**src/rtl/cam_msg_ctrl_if.sv**
```systemverilog
// Framer-side write bus and descriptor handshake of the message-aware CAM write controller.
interface cam_msg_ctrl_if #(
    parameter int unsigned DATA_WIDTH = 32,
    parameter int unsigned ADDR_WIDTH = 5
);
    logic                  wr_cs_i;
    logic                  wr_en_i;
    logic [DATA_WIDTH-1:0] data_i;
    logic                  start_message_i;
    logic                  end_message_i;
    logic                  cam_write_o;
    logic [ADDR_WIDTH-1:0] cam_index_o;
    logic [DATA_WIDTH-1:0] cam_data_o;
    logic                  desc_valid_o;
    logic [ADDR_WIDTH-1:0] desc_start_o;
    logic [ADDR_WIDTH-1:0] desc_end_o;
    logic                  desc_ready_i;
    logic                  full_o;
    logic                  drop_o;
    logic                  proto_err_o;

    modport master (
        output wr_cs_i, wr_en_i, data_i, start_message_i, end_message_i, desc_ready_i,
        input  cam_write_o, cam_index_o, cam_data_o, desc_valid_o, desc_start_o, desc_end_o,
        input  full_o, drop_o, proto_err_o
    );

    modport slave (
        input  wr_cs_i, wr_en_i, data_i, start_message_i, end_message_i, desc_ready_i,
        output cam_write_o, cam_index_o, cam_data_o, desc_valid_o, desc_start_o, desc_end_o,
        output full_o, drop_o, proto_err_o
    );
endinterface

```
**src/rtl/cam_msg_ctrl.sv**
```systemverilog
// Message-aware CAM write controller: circular write pointer, space reclaim, descriptor FIFO.
// Optional CAM_MSG_CTRL_STATS_EN adds saturating message/drop counters.
module cam_msg_ctrl #(
    parameter int unsigned DATA_WIDTH = 32,
    parameter int unsigned ADDR_WIDTH = 5,
    parameter int unsigned MSG_DEPTH  = 4
) (
    input  logic          clk,
    input  logic          rst,
    cam_msg_ctrl_if.slave bus
`ifdef CAM_MSG_CTRL_STATS_EN
    ,
    output logic [15:0]   msg_count_o,
    output logic [15:0]   drop_count_o
`endif
);

    localparam int unsigned PW  = ADDR_WIDTH + 1;
    localparam int unsigned FAW = $clog2(MSG_DEPTH);
    localparam logic [PW-1:0]  CAM_FULL  = {1'b1, {ADDR_WIDTH{1'b0}}};
    localparam logic [PW-1:0]  PTR_ONE   = PW'(1);
    localparam logic [FAW:0]   FIFO_FULL = (FAW + 1)'(MSG_DEPTH);
    localparam logic [FAW:0]   FIFO_ONE  = (FAW + 1)'(1);

    typedef enum logic [1:0] {StIdle, StInMsg, StDrop} state_e;

    state_e                state_q, state_d;
    logic [PW-1:0]         wr_ptr_q, wr_ptr_d;
    logic [PW-1:0]         free_ptr_q, free_ptr_d;
    logic [PW-1:0]         msg_start_q, msg_start_d;

    logic                  cam_write_q;
    logic [ADDR_WIDTH-1:0] cam_index_q;
    logic [DATA_WIDTH-1:0] cam_data_q;
    logic                  full_q, drop_q, proto_err_q;

    // Start addresses need only the index; end keeps the wrap bit to rebuild free_ptr.
    logic [ADDR_WIDTH-1:0] fifo_start_q [MSG_DEPTH];
    logic [PW-1:0]         fifo_end_q   [MSG_DEPTH];
    logic [FAW:0]          fifo_wr_q, fifo_rd_q;
    logic [FAW:0]          fifo_count;
    logic [FAW-1:0]        head;
    logic                  fifo_full, desc_valid;

    logic                  beat, pop;
    logic                  accept, overflow, cam_we, push, drop, perr;
    logic [PW-1:0]         base, msg_base;
    logic [PW-1:0]         used_next;

    assign beat       = bus.wr_cs_i && bus.wr_en_i;
    assign fifo_count = fifo_wr_q - fifo_rd_q;
    assign fifo_full  = (fifo_count == FIFO_FULL);
    assign desc_valid = (fifo_count != '0);
    assign head       = fifo_rd_q[FAW-1:0];
    assign pop        = desc_valid && bus.desc_ready_i;

    always_comb begin
        state_d     = state_q;
        wr_ptr_d    = wr_ptr_q;
        msg_start_d = msg_start_q;
        base        = wr_ptr_q;
        msg_base    = msg_start_q;
        accept      = 1'b0;
        overflow    = 1'b0;
        cam_we      = 1'b0;
        push        = 1'b0;
        drop        = 1'b0;
        perr        = 1'b0;
        if (beat) begin
            case (state_q)
                StIdle: begin
                    if (bus.start_message_i) begin
                        accept   = 1'b1;
                        msg_base = wr_ptr_q;
                    end else begin
                        perr = 1'b1;
                    end
                end
                StInMsg: begin
                    accept = 1'b1;
                    // A fresh start inside a message abandons it and reuses its space.
                    if (bus.start_message_i) begin
                        base = msg_start_q;
                        perr = 1'b1;
                    end
                end
                StDrop: begin
                    if (bus.start_message_i) begin
                        accept   = 1'b1;
                        msg_base = wr_ptr_q;
                    end else if (bus.end_message_i) begin
                        state_d = StIdle;
                    end
                end
                default: state_d = StIdle;
            endcase

            if (accept) begin
                overflow = ((base - free_ptr_q) == CAM_FULL) ||
                           (bus.end_message_i && fifo_full && !pop);
                if (overflow) begin
                    drop     = 1'b1;
                    wr_ptr_d = msg_base;
                    state_d  = bus.end_message_i ? StIdle : StDrop;
                end else begin
                    cam_we      = 1'b1;
                    wr_ptr_d    = base + PTR_ONE;
                    msg_start_d = msg_base;
                    push        = bus.end_message_i;
                    state_d     = bus.end_message_i ? StIdle : StInMsg;
                end
            end
        end
    end

    always_comb begin
        free_ptr_d = free_ptr_q;
        if (pop) begin
            free_ptr_d = fifo_end_q[head] + PTR_ONE;
        end
    end

    assign used_next = wr_ptr_d - free_ptr_d;

    always_ff @(posedge clk or posedge rst) begin
        if (rst) begin
            state_q     <= StIdle;
            wr_ptr_q    <= '0;
            free_ptr_q  <= '0;
            msg_start_q <= '0;
            cam_write_q <= 1'b0;
            cam_index_q <= '0;
            cam_data_q  <= '0;
            full_q      <= 1'b0;
            drop_q      <= 1'b0;
            proto_err_q <= 1'b0;
        end else begin
            state_q     <= state_d;
            wr_ptr_q    <= wr_ptr_d;
            free_ptr_q  <= free_ptr_d;
            msg_start_q <= msg_start_d;
            cam_write_q <= cam_we;
            full_q      <= (used_next == CAM_FULL);
            drop_q      <= drop;
            proto_err_q <= perr;
            if (cam_we) begin
                cam_index_q <= base[ADDR_WIDTH-1:0];
                cam_data_q  <= bus.data_i;
            end
        end
    end

    always_ff @(posedge clk or posedge rst) begin
        if (rst) begin
            fifo_wr_q <= '0;
            fifo_rd_q <= '0;
            for (int i = 0; i < int'(MSG_DEPTH); i++) begin
                fifo_start_q[i] <= '0;
                fifo_end_q[i]   <= '0;
            end
        end else begin
            if (push) begin
                fifo_start_q[fifo_wr_q[FAW-1:0]] <= msg_base[ADDR_WIDTH-1:0];
                fifo_end_q[fifo_wr_q[FAW-1:0]]   <= base;
                fifo_wr_q                        <= fifo_wr_q + FIFO_ONE;
            end
            if (pop) begin
                fifo_rd_q <= fifo_rd_q + FIFO_ONE;
            end
        end
    end

`ifdef CAM_MSG_CTRL_STATS_EN
    logic [15:0] msg_count_q, drop_count_q;

    always_ff @(posedge clk or posedge rst) begin
        if (rst) begin
            msg_count_q  <= '0;
            drop_count_q <= '0;
        end else begin
            if (push && (msg_count_q != 16'hFFFF)) begin
                msg_count_q <= msg_count_q + 16'd1;
            end
            if (drop && (drop_count_q != 16'hFFFF)) begin
                drop_count_q <= drop_count_q + 16'd1;
            end
        end
    end

    assign msg_count_o  = msg_count_q;
    assign drop_count_o = drop_count_q;
`endif

    assign bus.cam_write_o  = cam_write_q;
    assign bus.cam_index_o  = cam_index_q;
    assign bus.cam_data_o   = cam_data_q;
    assign bus.desc_valid_o = desc_valid;
    assign bus.desc_start_o = desc_valid ? fifo_start_q[head] : '0;
    assign bus.desc_end_o   = desc_valid ? fifo_end_q[head][ADDR_WIDTH-1:0] : '0;
    assign bus.full_o       = full_q;
    assign bus.drop_o       = drop_q;
    assign bus.proto_err_o  = proto_err_q;

endmodule

```
**src/flat_wrapper.sv**
```systemverilog
// flat-port wrapper written by rule: the top's interface ports become plain ports
module cam_msg_ctrl_flat 
#(
    parameter int unsigned DATA_WIDTH = 32,
    parameter int unsigned ADDR_WIDTH = 5,
    parameter int unsigned MSG_DEPTH  = 4
)
  (clk, rst, bus_wr_cs_i, bus_wr_en_i, bus_data_i, bus_start_message_i, bus_end_message_i, bus_desc_ready_i, bus_cam_write_o, bus_cam_index_o, bus_cam_data_o, bus_desc_valid_o, bus_desc_start_o, bus_desc_end_o, bus_full_o, bus_drop_o, bus_proto_err_o);
  cam_msg_ctrl_if #(.DATA_WIDTH(DATA_WIDTH), .ADDR_WIDTH(ADDR_WIDTH)) bus_i ();
  input  logic clk;
  input  logic rst;
  input wire logic [$bits(bus_i.wr_cs_i)-1:0] bus_wr_cs_i;
  input wire logic [$bits(bus_i.wr_en_i)-1:0] bus_wr_en_i;
  input wire logic [$bits(bus_i.data_i)-1:0] bus_data_i;
  input wire logic [$bits(bus_i.start_message_i)-1:0] bus_start_message_i;
  input wire logic [$bits(bus_i.end_message_i)-1:0] bus_end_message_i;
  input wire logic [$bits(bus_i.desc_ready_i)-1:0] bus_desc_ready_i;
  output wire logic [$bits(bus_i.cam_write_o)-1:0] bus_cam_write_o;
  output wire logic [$bits(bus_i.cam_index_o)-1:0] bus_cam_index_o;
  output wire logic [$bits(bus_i.cam_data_o)-1:0] bus_cam_data_o;
  output wire logic [$bits(bus_i.desc_valid_o)-1:0] bus_desc_valid_o;
  output wire logic [$bits(bus_i.desc_start_o)-1:0] bus_desc_start_o;
  output wire logic [$bits(bus_i.desc_end_o)-1:0] bus_desc_end_o;
  output wire logic [$bits(bus_i.full_o)-1:0] bus_full_o;
  output wire logic [$bits(bus_i.drop_o)-1:0] bus_drop_o;
  output wire logic [$bits(bus_i.proto_err_o)-1:0] bus_proto_err_o;
  assign bus_i.wr_cs_i = bus_wr_cs_i;
  assign bus_i.wr_en_i = bus_wr_en_i;
  assign bus_i.data_i = bus_data_i;
  assign bus_i.start_message_i = bus_start_message_i;
  assign bus_i.end_message_i = bus_end_message_i;
  assign bus_i.desc_ready_i = bus_desc_ready_i;
  assign bus_cam_write_o = bus_i.cam_write_o;
  assign bus_cam_index_o = bus_i.cam_index_o;
  assign bus_cam_data_o = bus_i.cam_data_o;
  assign bus_desc_valid_o = bus_i.desc_valid_o;
  assign bus_desc_start_o = bus_i.desc_start_o;
  assign bus_desc_end_o = bus_i.desc_end_o;
  assign bus_full_o = bus_i.full_o;
  assign bus_drop_o = bus_i.drop_o;
  assign bus_proto_err_o = bus_i.proto_err_o;
  cam_msg_ctrl #(.DATA_WIDTH(DATA_WIDTH), .ADDR_WIDTH(ADDR_WIDTH), .MSG_DEPTH(MSG_DEPTH)) u_core (.clk(clk), .rst(rst), .bus(bus_i));
endmodule
```
**config.mk**
```make
export PLATFORM = sky130hd
export DESIGN_NAME = cam_msg_ctrl_flat
export DESIGN_NICKNAME = d
export VERILOG_FILES = /design/src/rtl/cam_msg_ctrl_if.sv /design/src/rtl/cam_msg_ctrl.sv /design/src/flat_wrapper.sv
export SDC_FILE = /design/constraint.sdc
export NUM_CORES = 1
export LEC_CHECK = 0
export BUFFER_PORTS_ARGS = -buffer_cell sky130_fd_sc_hd__buf_4
export CAP_MARGIN = 5
export CORE_AREA = 4 4 113 115
export CTS_BUF_LIST = sky130_fd_sc_hd__clkbuf_4
export DETAILED_ROUTE_END_ITERATION = 6
export DIE_AREA = 0 0 117 119
export GPL_ROUTABILITY_DRIVEN = 1
export GPL_TIMING_DRIVEN = 1
export PLACE_DENSITY = 0.7
export SYNTH_ARGS = -nofsm -noshare
export SYNTH_HDL_FRONTEND = slang
export SYNTH_SLANG_ARGS = --single-unit
```
**constraint.sdc**
```tcl
create_clock -name clk -period 13 [get_ports clk]
set_clock_uncertainty 0.2 [all_clocks]
set_input_delay 2.6 -clock clk [delete_from_list [all_inputs] [get_ports clk]]
set_output_delay 2.6 -clock clk [all_outputs]
set_load 0.1 [all_outputs]
```
* After elaboration in Yosys (flattened, before gate mapping)
Cells that the tools add are included.
Cells by class: add/subtract/negate cells 7, magnitude comparators 3, equality and inequality tests 8, mux-type cells 47, bitwise gates (word level) 3, reductions and logical operators 13
Operator list (number):
- $mux 6 | 13
- $mux 5 | 6
- $bwmux 24 | 1
- $bwmux 20 | 1
- $mux 1 | 14
- $add 6x1->6 const B | 2
- $bmux 6 s2 | 1
- $demux 6 s2 | 1
- $eq 6x6->1 const B | 2
- $sub 6x6->6 | 2
- $bmux 5 s2 | 1
- $demux 5 s2 | 1
- $mux 2 | 5
- $add 3x1->3 const B | 2
- $ge 3x3->1 const B | 2
- $ne 3x2->1 const B | 2
- $not 2->3 | 2
- $logic_and 1x1->1 | 5
- $pmux 1 s2 | 2
- $pmux 2 s2 | 1
- $reduce_and 4->1 | 1
- $reduce_or 2->1 | 2
- $eq 3x3->1 const B | 1
- $lt 3x1->1 const B | 1
- 10 further kinds | 10
Storage, ports and cells: register bits after elaboration 111, input bits 39, output and inout port bits 52, logic and storage cells 101

* Longest topological paths before layout
Gate-level depths: netlist of run 1.
depth after elaboration 11, mapped depth 24, mapped depth without buffers 21

* Worst setup path after synthesis of run 1
No wires, ideal clock.
path kind input -> register, start input port bus_start_message_i, end register u_core.full_q, in the netlist u_core.bus.full_o, setup time 69 ps, data arrival time 6602 ps, path slack 6130 ps, stages on the path 22, buffers on the path 2, cells stage by stage nand3b_4 -> buf_2 -> mux2i_1 -> inv_1 -> ha_1 -> nand2_1 -> or4_1 -> o311a_1 -> o2111a_1 -> a21o_1 -> buf_6 -> a21oi_2 -> nor2_1 -> a21oi_1 -> ha_1 -> nor2b_1 -> or4_1 -> a21oi_1 -> nand4b_1 -> nor2b_1 -> mux2i_1 -> nand3_1
Between the ends: longest elaborated chain between the ends 11, elaborated cells between the ends (all ways) 17
Ends and longest elaborated chain:
- start, declared | RTL line flat_wrapper.sv:15 | input wire logic [$bits(bus_i.start_message_i)-1:0] bus_start_message_i;
- $mux 6 | RTL line cam_msg_ctrl.sv:82 | if (bus.start_message_i) begin
- $mux 6 | RTL line cam_msg_ctrl.sv:70 | case (state_q)
- $mux 6 | RTL line cam_msg_ctrl.sv:69 | if (beat) begin
- $sub 6x6->6 | RTL line cam_msg_ctrl.sv:99 | overflow = ((base - free_ptr_q) == CAM_FULL) ||
- $eq 6x6->1 | RTL line cam_msg_ctrl.sv:99
- $logic_or 1x1->1 | RTL line cam_msg_ctrl.sv:99
- $mux 6 | RTL line cam_msg_ctrl.sv:101 | if (overflow) begin
- $mux 6 * | RTL line cam_msg_ctrl.sv:98 | if (accept) begin
- $mux 6 * | RTL line cam_msg_ctrl.sv:69
- named net u_core.wr_ptr_d[1] | RTL line cam_msg_ctrl.sv:28 | logic [PW-1:0] wr_ptr_q, wr_ptr_d;
- $sub 6x6->6 * | RTL line cam_msg_ctrl.sv:123 | assign used_next = wr_ptr_d - free_ptr_d;
- $eq 6x6->1 * | RTL line cam_msg_ctrl.sv:143 | full_q <= (used_next == CAM_FULL);
- end signal, assigned | RTL line cam_msg_ctrl.sv:143
- end, declared | RTL line cam_msg_ctrl.sv:35 | logic full_q, drop_q, proto_err_q;
Mark *: on every way through the listed nets, which the timed path passes. The rest lies on a longest branch. The select of a mux whose other input is x is not followed. A chain may end at the register's enable or synchronous reset.

* Final worst setup path of run 1
Same ends and word-level chain as after synthesis.

==> metrics.txt, run 1 <==
status finished, final reports clean; Placed Instances 736; Initial Utilization 48.5%; HPWL after DPL 9700 µm; CP Data Required Time 13,270 ps; worst skew pair latency 510 ps; Post-Syn Nets 577; crit-path cells buf_4 > nand3b_4 > mux2i_1 > inv_1 > ha_1 > a221oi_1 > xor2_1 > o2111a_1 > a21o_1 > nand2_1 > o22ai_1 > a21oi_1 > ha_1 > xor2_1 > or4_1 > a21oi_1 > nand3_1 > nor2b_1 > mux2i_1 > nand3_1; Final Cell Area 6620 µm²; DRC 0; Final Hold Fails 0; placed instance area 6490 µm²; Die Span X 117 µm; layout cells sized above 1 31.2%; clock root buffer clkbuf_4; I/O pins 91; H-tree depth 3; Hold Path Origin u_core.fifo_rd_q[2]; largest net degree at the start of global routing 63; Slew Limit Fails 0; port bufs 90; total of cells resized after clock tree synthesis 0; initial antenna violation count 0; Multi-input gate area 2750 µm²; Synth Register Bits 111; R2R depth 19; GR Overflow Total 0; cts bufs inserted 9; crit path DAT 7380 ps; # fillers 1,031; Antenna Nets Post-Route 0; CTS tree yes; Mapped Area 5730 µm²; Period minus WS final 7110 ps; Setup TNS Final 0 ps; Crit-path slowest cell mux2i_1; Cell variety after synth 52; Placer Congestion 0.891; number of global-route vias before repair 4,107; Core Footprint 11,800 µm²; Die Span Y 119 µm; # nets final 659; Hold Path End u_core.fifo_rd_q[2]; DR vias/cell 5.32; capturing point of the worst reg2reg path u_core.bus.full_o; sequential area share after synthesis 48.5%; maxcap violations 0; share of flip-flops with an asynchronous set or reset 100%; Worst Hold Depth 1; Die ar. 13,900 µm²; delay-heaviest family, CP compound AO/OA/AOI/OAI gates; worst slew pin tran 890 ps; gr usage total 20.3%; Rows 40; Crit Path Max Fanout 15; crit-path max cell delay 430 ps; relative slew slack 40.7%; drt first pass iters 4; detailed-route via count 4,004; clk buf depth 2; RSZ-0062 raised after global routing no; Critical Setup Path Class in2reg; hold_buf cts 0; ant diodes 0; clock slew at reported path FFs 190 ps; Clock Sinks 111; Routed wire per std cell 17.6 µm; hold slack 304 ps; Hold Path Class reg2reg; origin of the critical flop-to-flop path u_core.state_q[1]; final worst path period share 54.7%; Routed WL 13,300 µm; top_reg_cell synth dfrtp_1; Sequential Area 2780 µm²; Synth-to-Final Area Change 15.6%; reg2reg setup slack 7520 ps; Syn. warnings 0; setup violators final 0; first-pass GRT wire length 21,700 µm; critical path capture point type flip-flop; Synth Instances 518; Post-synth EDFFs 0; critical path launch point type primary input; initial drt markers 150; FMAX 0.141 GHz; Mapped Avg Cell Area 11.1 µm²; postcts setup bufs 0; final non-filler cell total 752; critical path buffer and inverter count 2
-- area by class of cell --
type	count	area share (%)
Clock buffer	9	1.02
Clock inverter	7	0.983
Inverter	20	1.17
Multi-Input combinational cell	365	41.6
Sequential cell	111	42.0
Tap cell	147	2.78
Timing Repair Buffer	93	10.5
-- sequential cells by signal, summed over array words and instances (netlist names) --
register                count
u_core.bus.cam_data_o      32
u_core.fifo_end_q          24
u_core.fifo_start_q        20
u_core.free_ptr_q           6
u_core.msg_start_q          6
u_core.wr_ptr_q             6
u_core.bus.cam_index_o      5
u_core.fifo_rd_q            3
u_core.fifo_wr_q            3
u_core.state_q              2
u_core.bus.cam_write_o      1
u_core.bus.drop_o           1
u_core.bus.full_o           1
u_core.bus.proto_err_o      1
-- how the worst max path moves through the flow --
stage	end	slack (ps)	from	cells after the start
3_3_place_gp	u_core.bus.full_o	5470	bus_start_message_i	20
5_1_grt	u_core.bus.full_o	5550	bus_start_message_i	20
4_1_cts	u_core.bus.full_o	5920	bus_start_message_i	20
6_report	u_core.bus.full_o	5890	bus_start_message_i	20
3_5_place_dp	u_core.bus.full_o	5380	bus_start_message_i	20
2_1_floorplan	u_core.bus.full_o	6130	bus_start_message_i	22
-- routing by layer --
metal	track usage (%)	vias to the layer above	share of wire [%]
met4	6.52	0	1.6
li1	-	1944	-
met3	2.79	14	2.4
met1	28.1	1992	45
met2	32.8	54	51
met5	0	-	0
-- synthesized netlist by cell type, types with 4 or more instances --
cell | instances | area share [%]
buf_2 | 6 | 0.52
a21oi_1 | 11 | 0.96
inv_1 | 19 | 1.2
xor2_1 | 6 | 0.92
mux2i_1 | 9 | 1.6
o21ai_0 | 18 | 1.6
mux2_4 | 21 | 5.5
o22ai_1 | 4 | 0.44
clkbuf_1 | 11 | 0.72
ha_1 | 20 | 4.4
mux2_2 | 38 | 7.5
buf_6 | 4 | 0.79
xnor2_1 | 11 | 1.7
nor2_1 | 16 | 1.0
o21a_1 | 4 | 0.52
nand2_1 | 123 | 8.1
dfrtp_1 | 111 | 48
nand3_1 | 11 | 0.96
nor2b_1 | 18 | 2.0
mux4_2 | 11 | 4.3
nor3_1 | 4 | 0.35
-- worst register-to-register path: cells and delay by family, from the launching register on --
kind            cells  cell delay [ps]
simple gates        6             1320
flops               1              500
mux                 2              530
buf+inv             1              150
compound gates      6             1650
fa+ha+maj           2              730
xor+xnor            2              370
-- cells by family after synthesis --
kind of cell	share of synthesized area [%]
AND/OR/NAND/NOR	15.4
flip-flops	48.5
multiplexers	19.1
AO/OA/AOI/OAI	6.51
buffers and inverters	3.47
adder cells (fa/ha/maj)	4.37
XOR/XNOR	2.60
-- through the flow --
step,setup slack (ps),util (%)
6_report,5890,56.1
5_1_grt,5550,56.1
4_1_cts,5920,56.1
3_5_place_dp,5380,54.9
3_3_place_gp,5470,54.9
2_1_floorplan,6130,-
-- cell usage in the layout, fill, tap and decap left out, drive strengths merged, types with 11 or more instances in the layout --
master	n
nor2	16
inv	23
a21oi	12
buf	93
dfrtp	111
nand2	124
xnor2	11
nor2b	18
mux2	59
ha	20
mux4	11
nand3	14
o21ai	19
Power of run 1 is left out: the tool's default activity adds up to more than one toggle a clock period on the data nets, which glitch-free logic cannot reach.
==> inputs of run 2 (changes only) <==
--- a/config.mk
+++ b/config.mk
@@ -13,7 +13,7 @@
 export DIE_AREA = 0 0 117 119
 export GPL_ROUTABILITY_DRIVEN = 1
 export GPL_TIMING_DRIVEN = 1
-export PLACE_DENSITY = 0.7
+export PLACE_DENSITY = 0.73
 export SYNTH_ARGS = -nofsm -noshare
 export SYNTH_HDL_FRONTEND = slang
 export SYNTH_SLANG_ARGS = --single-unit
==> constraint.sdc (replaced) <==
create_clock -name clk -period 5.88 [get_ports clk]
set_clock_uncertainty 0.2 [all_clocks]
set_input_delay 1.176 -clock clk [delete_from_list [all_inputs] [get_ports clk]]
set_output_delay 1.176 -clock clk [all_outputs]
set_load 0.1 [all_outputs]
==> run 2 against run 1 <==
  * First-iteration DRC count grew 39%
  * Sequential share of layout area shrank 0.31 points
  * Die area is the same
  * Hold slack lost 6.0 ps
  * Via count grew 1.8%
  * Clock-buffer cell count grew 3
  * Critical path depth grew 1
  * Global-route usage shrank 0.82 points
  * Register-to-register slack lost 6700 ps
  * Critical path type unchanged
  * Critical endpoint unchanged
  * Largest cell class unchanged
==> metrics.txt, run 2 (same netlist as run 1, synthesis figures left out) <==
Final Cell Area 6670 µm² (+0.76%); placed instance area 6560 µm² (+1.0%); Rows 40 (unchanged); Critical Setup Path Class in2reg; Hold Path Class reg2reg; Hold Path Origin u_core.bus.cam_data_o[7]; commonest non-fill, non-tap cells in the layout 123 x nand2_1, 111 x dfrtp_1, 102 x buf_4, 38 x mux2_2, 21 x mux2_4; gr usage total 19.4% (-0.82 points); FMAX 0.188 GHz; max FFs per register 32 (unchanged); worst skew pair latency 470 ps (-40 ps); crit path from bus_start_message_i; Placer Congestion 0.911 (+2.3%); hold_buf cts 0 (unchanged); GR Overflow Total 0 (unchanged); clk buf depth 2 (unchanged); first-pass GRT wire length 21,000 µm (-3.5%); DRC 0 (unchanged); Period minus WS final 5330 ps; clock root buffer clkbuf_4; setup violators final 0 (unchanged); Setup TNS Final 0 ps (unchanged); H-tree depth 3 (unchanged); Crit Path Max Fanout 9 (-6); worst slew pin tran 790 ps (-99.6 ps); postcts setup bufs 0 (unchanged); commonest non-fill, non-tap cell in the layout nand2_1; crit path DAT 5550 ps (-1830 ps); Worst Hold Depth 2 (+1); Die ar. 13,900 µm² (unchanged); Routed wire per std cell 17.1 µm (-2.9%); port bufs 90 (unchanged); crit-path max cell delay 400 ps (-30 ps); # nets final 668 (+1.4%); detailed-route via count 4,075 (+1.8%); total of cells resized after clock tree synthesis 0 (unchanged); R2R depth 20 (+1); Routed WL 13,000 µm (-1.6%); Die Span X 117 µm (unchanged); Crit-path slowest cell or4_1; Die Span Y 119 µm (unchanged); Initial Utilization 48.5% (unchanged); I/O pins 91 (unchanged); critical path capture point type flip-flop; final worst path period share 90.6%; critical path depth 21 (+5.0%); crit-path cells buf_4 > nand3b_4 > mux2i_1 > inv_1 > ha_1 > nor2b_1 > a221oi_1 > xor2_1 > o2111a_1 > a21o_1 > nand2_1 > o22ai_1 > a21oi_1 > ha_1 > xor2_1 > or4_1 > a21oi_1 > nand3_1 > nor2b_1 > mux2i_1 > nand3_1; Clock Sinks 111 (unchanged); DR vias/cell 5.35 (+0.44%); Slew Limit Fails 0 (unchanged); HPWL after DPL 9790 µm (+0.92%); Core Footprint 11,800 µm² (unchanged); critical path launch point type primary input; maxcap violations 0 (unchanged); status finished, final reports clean; CTS tree yes; Antenna Nets Post-Route 0 (unchanged); number of global-route vias before repair 4,086 (-0.51%); CP Data Required Time 6100 ps (-7170 ps); cts bufs inserted 9 (unchanged); RSZ-0062 raised after global routing no; largest net degree at the start of global routing 62 (-1.6%); delay-heaviest family, CP compound AO/OA/AOI/OAI gates; origin of the critical flop-to-flop path u_core.state_q[0]; clock slew at reported path FFs 160 ps (-30 ps); Synth-to-Final Area Change 16.5%; Final Hold Fails 0 (unchanged); initial antenna violation count 1 (+1); initial drt markers 208 (+39%); drt first pass iters 4 (unchanged); relative slew slack 47.3% (+6.6 points); critical path buffer and inverter count 2 (unchanged); layout cells sized above 1 32.1% (+0.85 points)
-- run 2: final timing paths --
kind	endpoint	slack, ps
worst max-delay path	u_core.bus.full_o	550
worst min-delay path	u_core.bus.cam_data_o[7]	300
worst max register to register	u_core.bus.full_o	820
worst min register to register	u_core.bus.cam_data_o[7]	300
max in group asynchronous	u_core.fifo_end_q[6]	3760
min in group asynchronous	u_core.bus.cam_data_o[19]	610
-- run 2: layer usage --
| layer | GRT usage, % | vias up | share of wire [%] |
|---|---|---|---|
| li1 | - | 1955 | - |
| met4 | 7.96 | 0 | 2.4 |
| met5 | 0 | - | 0 |
| met1 | 26.1 | 2001 | 43 |
| met3 | 2.54 | 23 | 3.5 |
| met2 | 31.7 | 96 | 51 |
-- run 2: final cells by class --
cell class,instances,area [µm²]
Clock inverter,4,22.5
Tap cell,147,184
Fill cell,1016,5140
Antenna cell,1,2.50
Inverter,20,77.6
Timing Repair Buffer,102,766
Clock buffer,12,90.1
Multi-Input combinational cell,365,2750
Sequential cell,111,2780
-- run 2: tightest hold or removal path: stages, from the launching register on --
cell	delay (ps)
dfrtp_1	380
nand2_1	50
nand2_1	60
-- run 2: metrics by stage --
stage                     utilization (%)  instances  hold WS [ps]  setup WS [ps]
after detailed placement             55.5        745           263           80.3
after floorplan                         -        518           264            434
after CTS                            56.5        761           300            598
after global placement               55.5        745           261            307
after global routing                 56.5        762           320            292
final                                56.5        762           298            551
Power of run 2 is left out for the same reason.
